<file path="src/rtl/pad_cfg_pkg.sv">
// Shared types and constants for the pad configuration controller.
// Register map: pad words at 0..N_IO-1, LOCK at 62, STATUS at 63.
package pad_cfg_pkg;

    localparam int ADDR_W = 6;
    localparam int DATA_W = 32;

    typedef enum logic [1:0] {
        INIT      = 2'd0,
        IDLE      = 2'd1,
        APPLY_OFF = 2'd2,
        APPLY_ON  = 2'd3
    } state_e;

    localparam logic [ADDR_W-1:0] ADDR_LOCK   = 6'd62;
    localparam logic [ADDR_W-1:0] ADDR_STATUS = 6'd63;

    localparam int CFG_LSB = 0;
    localparam int MUX_LSB = 8;

endpackage

</file>
<file path="src/rtl/pad_cfg_ctrl_if.sv">
// Register access port (req/gnt with one-cycle response) for pad_cfg_ctrl.
interface pad_cfg_ctrl_if;
    import pad_cfg_pkg::*;

    logic              req_i;
    logic              we_i;
    logic [ADDR_W-1:0] addr_i;
    logic [DATA_W-1:0] wdata_i;
    logic              gnt_o;
    logic              rvalid_o;
    logic [DATA_W-1:0] rdata_o;
    logic              err_o;

    modport master (
        output req_i, we_i, addr_i, wdata_i,
        input  gnt_o, rvalid_o, rdata_o, err_o
    );

    modport slave (
        input  req_i, we_i, addr_i, wdata_i,
        output gnt_o, rvalid_o, rdata_o, err_o
    );

endinterface

</file>
<file path="src/rtl/pad_cfg_regfile.sv">
// Per-pad cfg and mux-select storage: independent cfg/mux write ports,
// combinational read of one pad, and flattened views toward the pad frame.
module pad_cfg_regfile #(
    parameter int N_IO        = 48,
    parameter int NBIT_PADCFG = 6,
    parameter int NBIT_MUX    = 2,
    parameter int IDX_W       = 6
) (
    input  logic                        i_clk,
    input  logic                        i_rst,
    input  logic                        i_cfg_we,
    input  logic [IDX_W-1:0]            i_cfg_idx,
    input  logic [NBIT_PADCFG-1:0]      i_cfg_wdata,
    input  logic                        i_mux_we,
    input  logic [IDX_W-1:0]            i_mux_idx,
    input  logic [NBIT_MUX-1:0]         i_mux_wdata,
    input  logic [IDX_W-1:0]            i_rd_idx,
    output logic [NBIT_PADCFG-1:0]      o_rd_cfg,
    output logic [NBIT_MUX-1:0]         o_rd_mux,
    output logic [N_IO*NBIT_PADCFG-1:0] o_pad_cfg,
    output logic [N_IO*NBIT_MUX-1:0]    o_pad_mux
);

    logic [NBIT_PADCFG-1:0] r_cfg [N_IO];
    logic [NBIT_MUX-1:0]    r_mux [N_IO];

    always_ff @(posedge i_clk) begin
        if (i_rst) begin
            for (int i = 0; i < N_IO; i++) begin
                r_cfg[i] <= '0;
                r_mux[i] <= '0;
            end
        end else begin
            if (i_cfg_we) begin
                r_cfg[i_cfg_idx] <= i_cfg_wdata;
            end
            if (i_mux_we) begin
                r_mux[i_mux_idx] <= i_mux_wdata;
            end
        end
    end

    // Callers only consume the read port for in-range indices.
    assign o_rd_cfg = r_cfg[i_rd_idx];
    assign o_rd_mux = r_mux[i_rd_idx];

    for (genvar g = 0; g < N_IO; g++) begin : g_flat
        assign o_pad_cfg[g*NBIT_PADCFG +: NBIT_PADCFG] = r_cfg[g];
        assign o_pad_mux[g*NBIT_MUX +: NBIT_MUX]       = r_mux[g];
    end

endmodule

</file>
<file path="src/rtl/pad_cfg_ctrl.sv">
// Pad config/mux owner with staggered OE release after reset and
// break-before-make OE masking on mux changes. Optional: `PAD_CFG_LOCK_EN.
module pad_cfg_ctrl
    import pad_cfg_pkg::*;
#(
    parameter int N_IO        = 48,
    parameter int NBIT_PADCFG = 6,
    parameter int NBIT_MUX    = 2,
    parameter int STAGGER     = 4,
    parameter int GUARD       = 2
) (
    input  logic                        clk_i,
    input  logic                        rst_i,
    pad_cfg_ctrl_if.slave               bus,
    output logic [N_IO*NBIT_PADCFG-1:0] pad_cfg_o,
    output logic [N_IO*NBIT_MUX-1:0]    pad_mux_o,
    output logic [N_IO-1:0]             pad_oe_mask_o,
    output logic                        init_done_o
);

    localparam logic [1:0] ST_INIT      = INIT;
    localparam logic [1:0] ST_IDLE      = IDLE;
    localparam logic [1:0] ST_APPLY_OFF = APPLY_OFF;
    localparam logic [1:0] ST_APPLY_ON  = APPLY_ON;

    localparam int SCNT_W = $clog2(STAGGER + 1);
    localparam int GCNT_W = $clog2(GUARD + 1);
    localparam logic [ADDR_W:0] N_IO_L = (ADDR_W+1)'(N_IO);

    logic [1:0]            r_state;
    logic [ADDR_W-1:0]     r_idx;
    logic [SCNT_W-1:0]     r_scnt;
    logic [GCNT_W-1:0]     r_gcnt;
    logic [N_IO-1:0]       r_mask;
    logic                  r_init_done;
    logic [ADDR_W-1:0]     r_k;
    logic [NBIT_MUX-1:0]   r_new_mux;
    logic [ADDR_W-1:0]     r_last_k;
    logic                  r_rvalid;
    logic                  r_err;
    logic [DATA_W-1:0]     r_rdata;

    logic                  w_gnt;
    logic                  w_pad_addr;
    logic                  w_lock;
    logic                  w_cfg_we;
    logic                  w_mux_chg;
    logic                  w_mux_we;
    logic                  w_err;
    logic [DATA_W-1:0]     w_rdata;
    logic [NBIT_MUX-1:0]   w_mux_new;
    logic [NBIT_MUX-1:0]   w_rd_mux;
    logic [NBIT_PADCFG-1:0] w_rd_cfg;
    logic                  w_unused;

    assign w_gnt      = bus.req_i && (r_state == ST_IDLE) && !rst_i;
    assign w_pad_addr = ({1'b0, bus.addr_i} < N_IO_L);
    assign w_mux_new  = bus.wdata_i[MUX_LSB +: NBIT_MUX];
    assign w_cfg_we   = w_gnt && bus.we_i && w_pad_addr && !w_lock;
    assign w_mux_chg  = w_cfg_we && (w_mux_new != w_rd_mux);
    assign w_mux_we   = (r_state == ST_APPLY_OFF) && (r_gcnt == GCNT_W'(GUARD - 1));
    assign w_unused   = ^bus.wdata_i;

`ifdef PAD_CFG_LOCK_EN
    logic r_lock;

    always_ff @(posedge clk_i) begin
        if (rst_i) begin
            r_lock <= 1'b0;
        end else if (w_gnt && bus.we_i && (bus.addr_i == ADDR_LOCK) && bus.wdata_i[0]) begin
            r_lock <= 1'b1;
        end
    end

    assign w_lock = r_lock;
`else
    assign w_lock = 1'b0;
`endif

    // Response decode: writes return zero data; error on anything unmapped.
    always_comb begin
        w_err   = 1'b1;
        w_rdata = '0;
        if (w_pad_addr) begin
            if (bus.we_i) begin
                w_err = w_lock;
            end else begin
                w_err = 1'b0;
                w_rdata[MUX_LSB +: NBIT_MUX]    = w_rd_mux;
                w_rdata[CFG_LSB +: NBIT_PADCFG] = w_rd_cfg;
            end
        end else if (bus.addr_i == ADDR_STATUS) begin
            if (!bus.we_i) begin
                w_err       = 1'b0;
                w_rdata[0]  = r_init_done;
                w_rdata[1]  = w_lock;
                w_rdata[13:8] = r_last_k;
            end
        end
`ifdef PAD_CFG_LOCK_EN
        else if (bus.addr_i == ADDR_LOCK) begin
            w_err = 1'b0;
            if (!bus.we_i) begin
                w_rdata[0] = w_lock;
            end
        end
`endif
    end

    always_ff @(posedge clk_i) begin
        if (rst_i) begin
            r_state     <= ST_INIT;
            r_idx       <= '0;
            r_scnt      <= '0;
            r_gcnt      <= '0;
            r_mask      <= '0;
            r_init_done <= 1'b0;
            r_k         <= '0;
            r_new_mux   <= '0;
            r_last_k    <= '0;
            r_rvalid    <= 1'b0;
            r_err       <= 1'b0;
            r_rdata     <= '0;
        end else begin
            r_rvalid <= w_gnt;
            r_err    <= w_gnt && w_err;
            r_rdata  <= w_gnt ? w_rdata : '0;
            case (r_state)
                ST_INIT: begin
                    if (r_scnt == SCNT_W'(STAGGER - 1)) begin
                        r_scnt        <= '0;
                        r_mask[r_idx] <= 1'b1;
                        if (r_idx == ADDR_W'(N_IO - 1)) begin
                            r_state     <= ST_IDLE;
                            r_init_done <= 1'b1;
                        end else begin
                            r_idx <= r_idx + 1'b1;
                        end
                    end else begin
                        r_scnt <= r_scnt + 1'b1;
                    end
                end
                ST_IDLE: begin
                    // Break before make: drop the pad's OE before the mux moves.
                    if (w_mux_chg) begin
                        r_k                 <= bus.addr_i;
                        r_new_mux           <= w_mux_new;
                        r_mask[bus.addr_i]  <= 1'b0;
                        r_gcnt              <= '0;
                        r_state             <= ST_APPLY_OFF;
                    end
                end
                ST_APPLY_OFF: begin
                    if (w_mux_we) begin
                        r_state <= ST_APPLY_ON;
                    end else begin
                        r_gcnt <= r_gcnt + 1'b1;
                    end
                end
                ST_APPLY_ON: begin
                    r_mask[r_k] <= 1'b1;
                    r_last_k    <= r_k;
                    r_state     <= ST_IDLE;
                end
                default: r_state <= ST_INIT;
            endcase
        end
    end

    pad_cfg_regfile #(
        .N_IO        (N_IO),
        .NBIT_PADCFG (NBIT_PADCFG),
        .NBIT_MUX    (NBIT_MUX),
        .IDX_W       (ADDR_W)
    ) u_regfile (
        .i_clk       (clk_i),
        .i_rst       (rst_i),
        .i_cfg_we    (w_cfg_we),
        .i_cfg_idx   (bus.addr_i),
        .i_cfg_wdata (bus.wdata_i[CFG_LSB +: NBIT_PADCFG]),
        .i_mux_we    (w_mux_we),
        .i_mux_idx   (r_k),
        .i_mux_wdata (r_new_mux),
        .i_rd_idx    (bus.addr_i),
        .o_rd_cfg    (w_rd_cfg),
        .o_rd_mux    (w_rd_mux),
        .o_pad_cfg   (pad_cfg_o),
        .o_pad_mux   (pad_mux_o)
    );

    assign bus.gnt_o    = w_gnt;
    assign bus.rvalid_o = r_rvalid;
    assign bus.err_o    = r_err;
    assign bus.rdata_o  = r_rdata;
    assign pad_oe_mask_o = r_mask;
    assign init_done_o   = r_init_done;

endmodule

</file>
<file path="src/flat_wrapper.sv">
// flat-port wrapper written by rule: the top's interface ports become plain ports
module pad_cfg_ctrl_flat import pad_cfg_pkg::*;
#(
    parameter int N_IO        = 48,
    parameter int NBIT_PADCFG = 6,
    parameter int NBIT_MUX    = 2,
    parameter int STAGGER     = 4,
    parameter int GUARD       = 2
)
  (clk_i, rst_i, pad_cfg_o, pad_mux_o, pad_oe_mask_o, init_done_o, bus_req_i, bus_we_i, bus_addr_i, bus_wdata_i, bus_gnt_o, bus_rvalid_o, bus_rdata_o, bus_err_o);
  pad_cfg_ctrl_if bus_i ();
  input  logic clk_i;
  input  logic rst_i;
  output logic [N_IO*NBIT_PADCFG-1:0] pad_cfg_o;
  output logic [N_IO*NBIT_MUX-1:0] pad_mux_o;
  output logic [N_IO-1:0] pad_oe_mask_o;
  output logic init_done_o;
  input wire logic [$bits(bus_i.req_i)-1:0] bus_req_i;
  input wire logic [$bits(bus_i.we_i)-1:0] bus_we_i;
  input wire logic [$bits(bus_i.addr_i)-1:0] bus_addr_i;
  input wire logic [$bits(bus_i.wdata_i)-1:0] bus_wdata_i;
  output wire logic [$bits(bus_i.gnt_o)-1:0] bus_gnt_o;
  output wire logic [$bits(bus_i.rvalid_o)-1:0] bus_rvalid_o;
  output wire logic [$bits(bus_i.rdata_o)-1:0] bus_rdata_o;
  output wire logic [$bits(bus_i.err_o)-1:0] bus_err_o;
  assign bus_i.req_i = bus_req_i;
  assign bus_i.we_i = bus_we_i;
  assign bus_i.addr_i = bus_addr_i;
  assign bus_i.wdata_i = bus_wdata_i;
  assign bus_gnt_o = bus_i.gnt_o;
  assign bus_rvalid_o = bus_i.rvalid_o;
  assign bus_rdata_o = bus_i.rdata_o;
  assign bus_err_o = bus_i.err_o;
  pad_cfg_ctrl #(.N_IO(N_IO), .NBIT_PADCFG(NBIT_PADCFG), .NBIT_MUX(NBIT_MUX), .STAGGER(STAGGER), .GUARD(GUARD)) u_core (.clk_i(clk_i), .rst_i(rst_i), .bus(bus_i), .pad_cfg_o(pad_cfg_o), .pad_mux_o(pad_mux_o), .pad_oe_mask_o(pad_oe_mask_o), .init_done_o(init_done_o));
endmodule
</file>
<file path="config.mk">
export PLATFORM = sky130hd
export DESIGN_NAME = pad_cfg_ctrl_flat
export DESIGN_NICKNAME = d
export VERILOG_FILES = /design/src/rtl/pad_cfg_pkg.sv /design/src/rtl/pad_cfg_ctrl_if.sv /design/src/rtl/pad_cfg_regfile.sv /design/src/rtl/pad_cfg_ctrl.sv /design/src/flat_wrapper.sv
export SDC_FILE = /design/constraint.sdc
export NUM_CORES = 1
export LEC_CHECK = 0
export BUFFER_PORTS_ARGS = -buffer_cell sky130_fd_sc_hd__clkbuf_2
export CORE_ASPECT_RATIO = 1.1
export CORE_MARGIN = 5
export CORE_UTILIZATION = 45
export CTS_CLUSTER_SIZE = 20
export DETAILED_ROUTE_END_ITERATION = 8
export PLACE_DENSITY = 0.69
export SLEW_MARGIN = 15
export SYNTH_ARGS = -nofsm -noshare
export SYNTH_HDL_FRONTEND = slang
export SYNTH_SLANG_ARGS = --single-unit
</file>
<file path="constraint.sdc">
create_clock -name clk_i -period 6.71 [get_ports clk_i]
set_input_delay 0 -clock clk_i [delete_from_list [all_inputs] [get_ports clk_i]]
set_output_delay 0 -clock clk_i [all_outputs]
set_load 0.02 [all_outputs]
</file>
Word level (Yosys, flattened, before mapping)
Memories as Yosys holds them, arrays and structs flattened.
Cells that the tools add are included.
{ "word_totals": {"reg_bits": 110, "mem_bits_rw": 384, "input_bits": 42, "output_inout_bits": 468, "elab_cells": 116, "mem_count": 2} }
{ "mem_list": {"columns": ["memory", "depth", "word_bits", "rd", "rd_ports_with_merged_regs", "wr", "line_no", "source"], "rows": [
  ["u_core.u_regfile.r_cfg", 48, 6, 49, 0, 48, "pad_cfg_regfile.sv:24", "logic [NBIT_PADCFG-1:0] r_cfg [N_IO];"],
  ["u_core.u_regfile.r_mux", 48, 2, 49, 0, 48, "pad_cfg_regfile.sv:25", "logic [NBIT_MUX-1:0] r_mux [N_IO];"]
]} }
{ "classes": {"n_addsub": 3, "n_lt_le_gt_ge": 7, "n_eq_ne": 13, "mux": 43, "n_bitwise": 8, "n_reduce_logical": 25} }
{ "op_table": {"columns": ["cell", "count"], "rows": [
  ["$pmux 48 s3", 1],
  ["$mux 48", 2],
  ["$or 48x48->48", 2],
  ["$and 48x48->48", 1],
  ["$not 48->48", 1],
  ["$mux 6", 6],
  ["$mux 2", 11],
  ["$lt 6x7->1 const B", 3],
  ["$demux 1 s6", 3],
  ["$ge 6x1->1 const B", 3],
  ["$mux 1", 17],
  ["$eq 6x6->1 const B", 2],
  ["$reduce_and 3->1", 4],
  ["$logic_and 1x1->1", 10],
  ["$pmux 2 s4", 1],
  ["$add 6x1->6 const B", 1],
  ["$lt 6x6->1 const B", 1],
  ["$ne 2x1->1 const B", 3],
  ["$reduce_or 6->1", 1],
  ["$reduce_or 5->1", 1],
  ["$eq 2x1->1 const B", 2],
  ["$eq 2x2->1 const B", 2],
  ["$ne 2x2->1 const B", 2],
  ["$not 1->1", 4],
  ["other kinds (14)", 15]
]} }

Longest topological paths before layout
{ "depth": {"depth_word": 10, "mapped_depth": 13} }

By module
From an unflattened synthesis, not the netlist that was laid out.
{ "unflattened": {"hier_cells": 2067, "area_unflattened_um2": 28162.0} }
{ "by_module_without_submodules": {"columns": ["mod", "n_inst", "cells_each", "area_per_inst_um2"], "rows": [
  ["pad_cfg_regfile", 1, 1534, 23522.6],
  ["pad_cfg_ctrl", 1, 533, 4639.4]
]} }

Worst setup path after synthesis
Ideal clock, no wire load.
{ "synth_path": {"path_kind": "reg-to-reg", "start": "mem u_core.u_regfile.r_mux[13][0]", "end": "reg u_core.r_k[3]", "setup_ns": 0.128, "arrival_time_ns": 2.570, "setup_slack_ns": 4.013, "path_stages_with_launch": 11, "path_buffers": 2, "period_less_slack_ns": 2.697, "path_cell_list": "edfxtp_1 -> mux4_2 -> a32oi_1 -> nand4_1 -> nor2_1 -> mux2_2 -> nor3_4 -> buf_4 -> buf_6 -> mux2i_1 -> nor2_1"} }
{ "synth_rtl": {"columns": ["element", "line_no", "source"], "rows": [
  ["start, declared", "pad_cfg_regfile.sv:25", null],
  ["end signal, assigned", "pad_cfg_ctrl.sv:146", "r_k <= bus.addr_i;"],
  ["end, declared", "pad_cfg_ctrl.sv:36", "logic [ADDR_W-1:0] r_k;"]
]} }

Worst setup path in the final report
{ "layout_path": {"start": "in bus_addr_i[3]", "end": "reg u_core.r_mask[39] (netlist: u_core.pad_oe_mask_o[39])"} }
{ "layout_between": {"elab_chain_len": 8, "word_cells_on_any_way": 16} }
{ "layout_lines": {"columns": ["element", "line_no", "source"], "rows": [
  ["start, declared", "flat_wrapper.sv:20", "input wire logic [$bits(bus_i.addr_i)-1:0] bus_addr_i;"],
  ["$lt 6x7->1 (implied by the code) / $ge 6x1->1 (equally long branches)", "pad_cfg_ctrl.sv:148", "r_mask[bus.addr_i] <= 1'b0;"],
  ["$logic_and 1x1->1 (implied by the code)", "pad_cfg_ctrl.sv:148", null],
  ["$mux 1 (implied by the code)", "pad_cfg_ctrl.sv:148", null],
  ["$demux 1 s6", null, null],
  ["$not 48->48 (no line)", null, null],
  ["$and 48x48->48 (no line)", null, null],
  ["$mux 48", "pad_cfg_ctrl.sv:145", "if (w_mux_chg) begin"],
  ["$pmux 48 s3", "pad_cfg_ctrl.sv:128", "case (r_state)"],
  ["end signal, assigned by index", "pad_cfg_ctrl.sv:132", "r_mask[r_idx] <= 1'b1;"],
  ["end signal, assigned by index", "pad_cfg_ctrl.sv:148", null],
  ["end signal, assigned by index", "pad_cfg_ctrl.sv:161", "r_mask[r_k] <= 1'b1;"],
  ["end, declared", "pad_cfg_ctrl.sv:34", "logic [N_IO-1:0] r_mask;"]
]} }
Several ways; a longest one is shown, not always the timed one. The select of a mux whose other input is x is not followed.
A chain may end at the register's enable or synchronous reset.

==> results.json <==
{
  "avgSynthCellArea_um2": 12.37,
  "root_buffer": "clkbuf_16",
  "cts_made_buffers": 57,
  "p_total_mw": 8.019,
  "synthToLayoutAreaGrowth_pct": 17.80,
  "syn_inst": 2154,
  "synth_area_um2": 26650,
  "final_util_pct": 53.53,
  "core_area_um2": 58650,
  "grt_remaining_overflow": 0,
  "crit_family": "buffers and inverters",
  "vias": 21170,
  "hp-start": "bus_wdata_i[3]",
  "via_per_inst": 6.348,
  "regToRegStartpoint": "u_core.r_state[1]",
  "io_buffer_count": 465,
  "grt_pass1_wl_mm": 138.4,
  "synthArstFlopShare_pct": 0,
  "fmax_mhz": 240.3,
  "die_w_um": 242.0,
  "setup_viol": 0,
  "clk_path_buf_depth": 3,
  "num_rows": 93,
  "status": "finished clean",
  "grt_pass1_vias": 20400,
  "crit_slowest_cell": "nor2b_1",
  "ys_ff_latch": 570,
  "finalHoldViolations": 0,
  "critical_path_buf_inv_count": 5,
  "ys_types": 68,
  "r2r_cells": 11,
  "cp-start-kind": "input pin",
  "vdd_drop_max_v": 0.0002104,
  "power.density_nw_per_um2": 255.5,
  "drc": 0,
  "whs_path_depth": 2,
  "dpl.cell_count": 3223,
  "fin_ws_ns": 2.548,
  "hold_path_class": "input pin to flop",
  "synth-main-ff-cell": "edfxtp_1",
  "cts.sink_count": 570,
  "relSlewSlack_pct": 18.79,
  "clk_pin_slew_ns": 0.06,
  "timing.rr.end": "u_core.pad_oe_mask_o[39]",
  "final_antenna_net_count": 0,
  "htree_levels": 2,
  "path_max_fanout": 48,
  "drtPass1Iterations": 7,
  "fp.dieH_um": 265.2,
  "dpl_cell_area_um2": 29520,
  "final_cells": 3335,
  "hold-path-endpoint": "u_core.u_regfile.r_cfg[63][3]",
  "power_leakage_nw": 13.68,
  "io_pins": 510,
  "pre_cts_slack_ns": 2.381,
  "seq_area_frac_synth_pct": 60.85,
  "worst_pin_slew_ns": 1.209,
  "grt_use_total_pct": 28.20,
  "path_common_cell": "buf_4",
  "nNetsFinal": 2579,
  "cts_tree": "yes",
  "wl_mm": 96.13,
  "antenna_found_initial": 0,
  "cp_cell_sequence": "dlygate4sd3_1 > clkbuf_2 > buf_4 > nor2b_1 > buf_4 > nand3_1 > nand3_1 > o21ai_1 > and4b_1 > nor3_4 > buf_4 > a2111oi_0 > o32ai_1",
  "min_period_over_period_pct": 62.03,
  "synth_top_area_cell": "edfxtp_1",
  "cp-end-kind": "flop",
  "arrival_ns": 4.67,
  "drv_cap": 0,
  "postCtsSetupRepairBufs": 0,
  "yosysMostFrequentCell": "edfxtp_1",
  "timing.hold.ws_ns": 0.05661,
  "gp_congestion": 0.9027,
  "start_util_pct": 45.44,
  "ys_warn_count": 0,
  "drive_gt1_share_pct": 26.56,
  "finClkSkew_ns": 0.02718,
  "finalSetupTns_ns": 0,
  "synth_commonest_cells": "edfxtp_1 (480), and3_1 (390), clkbuf_1 (230)",
  "critical_path_class": "input pin to flop",
  "cp.depth": 13,
  "diodes": 0,
  "final_area_um2": 31390,
  "critical_path_required_ns": 7.21,
  "fin_crit_ns": 4.162,
  "yosysTopAreaCellShare_pct": 54.09,
  "place_hpwl_mm": 66.44,
  "wl_per_cell_um": 28.82,
  "cpPeakStageDelay_ns": 0.66,
  "die_area_um2": 64190,
  "clk_latency_ns": 0.63,
  "grt_max_degree": 65,
  "synth-edff-count": 480,
  "yosys-top-cells-area": "edfxtp_1 (54%), and3_1 (9.2%), dfxtp_1 (6.8%)",
  "dr.first_iter.drc_count": 2747,
  "slew_violations": 0,
  "grt_setup_unrepaired": "no",
  "rrSetupSlack_ns": 2.62
}
## layout by cell type (no fill, tap or decap), types with 9 or more instances in the layout
cell       count
a2111oi_0     21
a21o_1        97
a21oi_1       27
a221oi_1      53
a22o_1        24
a22oi_1      112
a31oi_1       14
a32oi_1        9
and2_1        17
and3_1       389
buf_4         54
clkbuf_1      13
clkbuf_16     58
clkbuf_2     461
clkinv_1       9
clkinv_2      11
conb_1        84
dfxtp_1       90
edfxtp_1     480
inv_1         57
mux2_2        19
mux2i_1       33
mux4_2        36
nand2_1       47
nand3_1       18
nand4_1       13
nor2_1        80
nor2b_1        9
nor3_1         9
nor4_1        27
o21ai_0       13
o32ai_1       48
## power by group
group / internal (mW) / switching [mW]
sequential: 3.96 / 0.0840
combinational: 0.243 / 0.650
clock: 1.68 / 1.41
total: 5.88 / 2.14
## worst max-delay path by stage
stage                                        startpoint                  endpoint  slack (ns)
after detailed placement                  bus_addr_i[0]  u_core.pad_oe_mask_o[39]        2.38
after global routing                      bus_addr_i[3]  u_core.pad_oe_mask_o[20]        2.39
after global placement                    bus_addr_i[0]  u_core.pad_oe_mask_o[38]        2.45
after floorplan           u_core.u_regfile.r_mux[13][0]             u_core.r_k[3]        4.01
after CTS                                 bus_addr_i[3]  u_core.pad_oe_mask_o[39]        2.70
final                                     bus_addr_i[3]  u_core.pad_oe_mask_o[39]        2.55
## state kept, by name, indices dropped and copies added (netlist names), 2 cells and up
name	count
u_core.pad_oe_mask_o	48
u_core.r_last_k	6
u_core.r_k	6
u_core.u_regfile.r_cfg	352
u_core.r_gcnt	2
u_core.bus.rdata_o	12
u_core.u_regfile.r_mux	128
u_core.r_scnt	3
u_core.r_state	2
u_core.r_idx	6
u_core.r_new_mux	2
## layer usage
layer / GRT usage [%] / wire (um) / vias to the layer above
met1: 35.13 / 35000 / 10530
li1: - / - / 9053
met3: 8.993 / 11280 / 226
met2: 46.84 / 46100 / 1360
met5: 0 / 0 / -
met4: 9.872 / 3742 / 0
## what timing repair did
| item | 4_1_cts | 5_1_grt |
|---|---|---|
| gates resized for setup | 0 | 0 |
| hold endpoints to repair | 62 | 0 |
| hold buffers | 7 | 0 |
## layout make-up
class | instances | area (um^2)
clock buffers | 76 | 1569
clock inverters | 28 | 195.2
well taps | 760 | 950.9
repair buffers | 525 | 2829
multi-input cells | 1318 | 9414
flip-flops and latches | 570 | 16220
inverters | 58 | 217.7
fillers | 5073 | 27250
## logic make-up (layout without fill, tap and decap cells)
group | Yosys count | in the layout | synth area share (%)
xor gates and xnor gates | 3 | 3 | 0.09862
and+or+nand+nor | 682 | 682 | 15.01
adders and majority gates | 7 | 7 | 0.3287
buffers and inverters | 349 | 687 | 5.423
DFF | 570 | 570 | 60.85
AOI/OAI and AO/OA | 454 | 454 | 13.19
other | 1 | 84 | 0.01407
muxes | 88 | 88 | 5.085
## worst reg2reg max path, stage by stage (launching register included)
cell and delay, ns:
dfxtp_1 0.41, inv_1 0.10, ha_1 0.23, nand2_1 0.13
nor2_1 0.09, nand3_1 0.78, nor2_1 0.12, mux2_2 0.33
nor3_4 0.70, buf_4 0.56, a2111oi_0 0.21, o32ai_1 0.32
No activity file was read; power rests on OpenSTA's default activity.
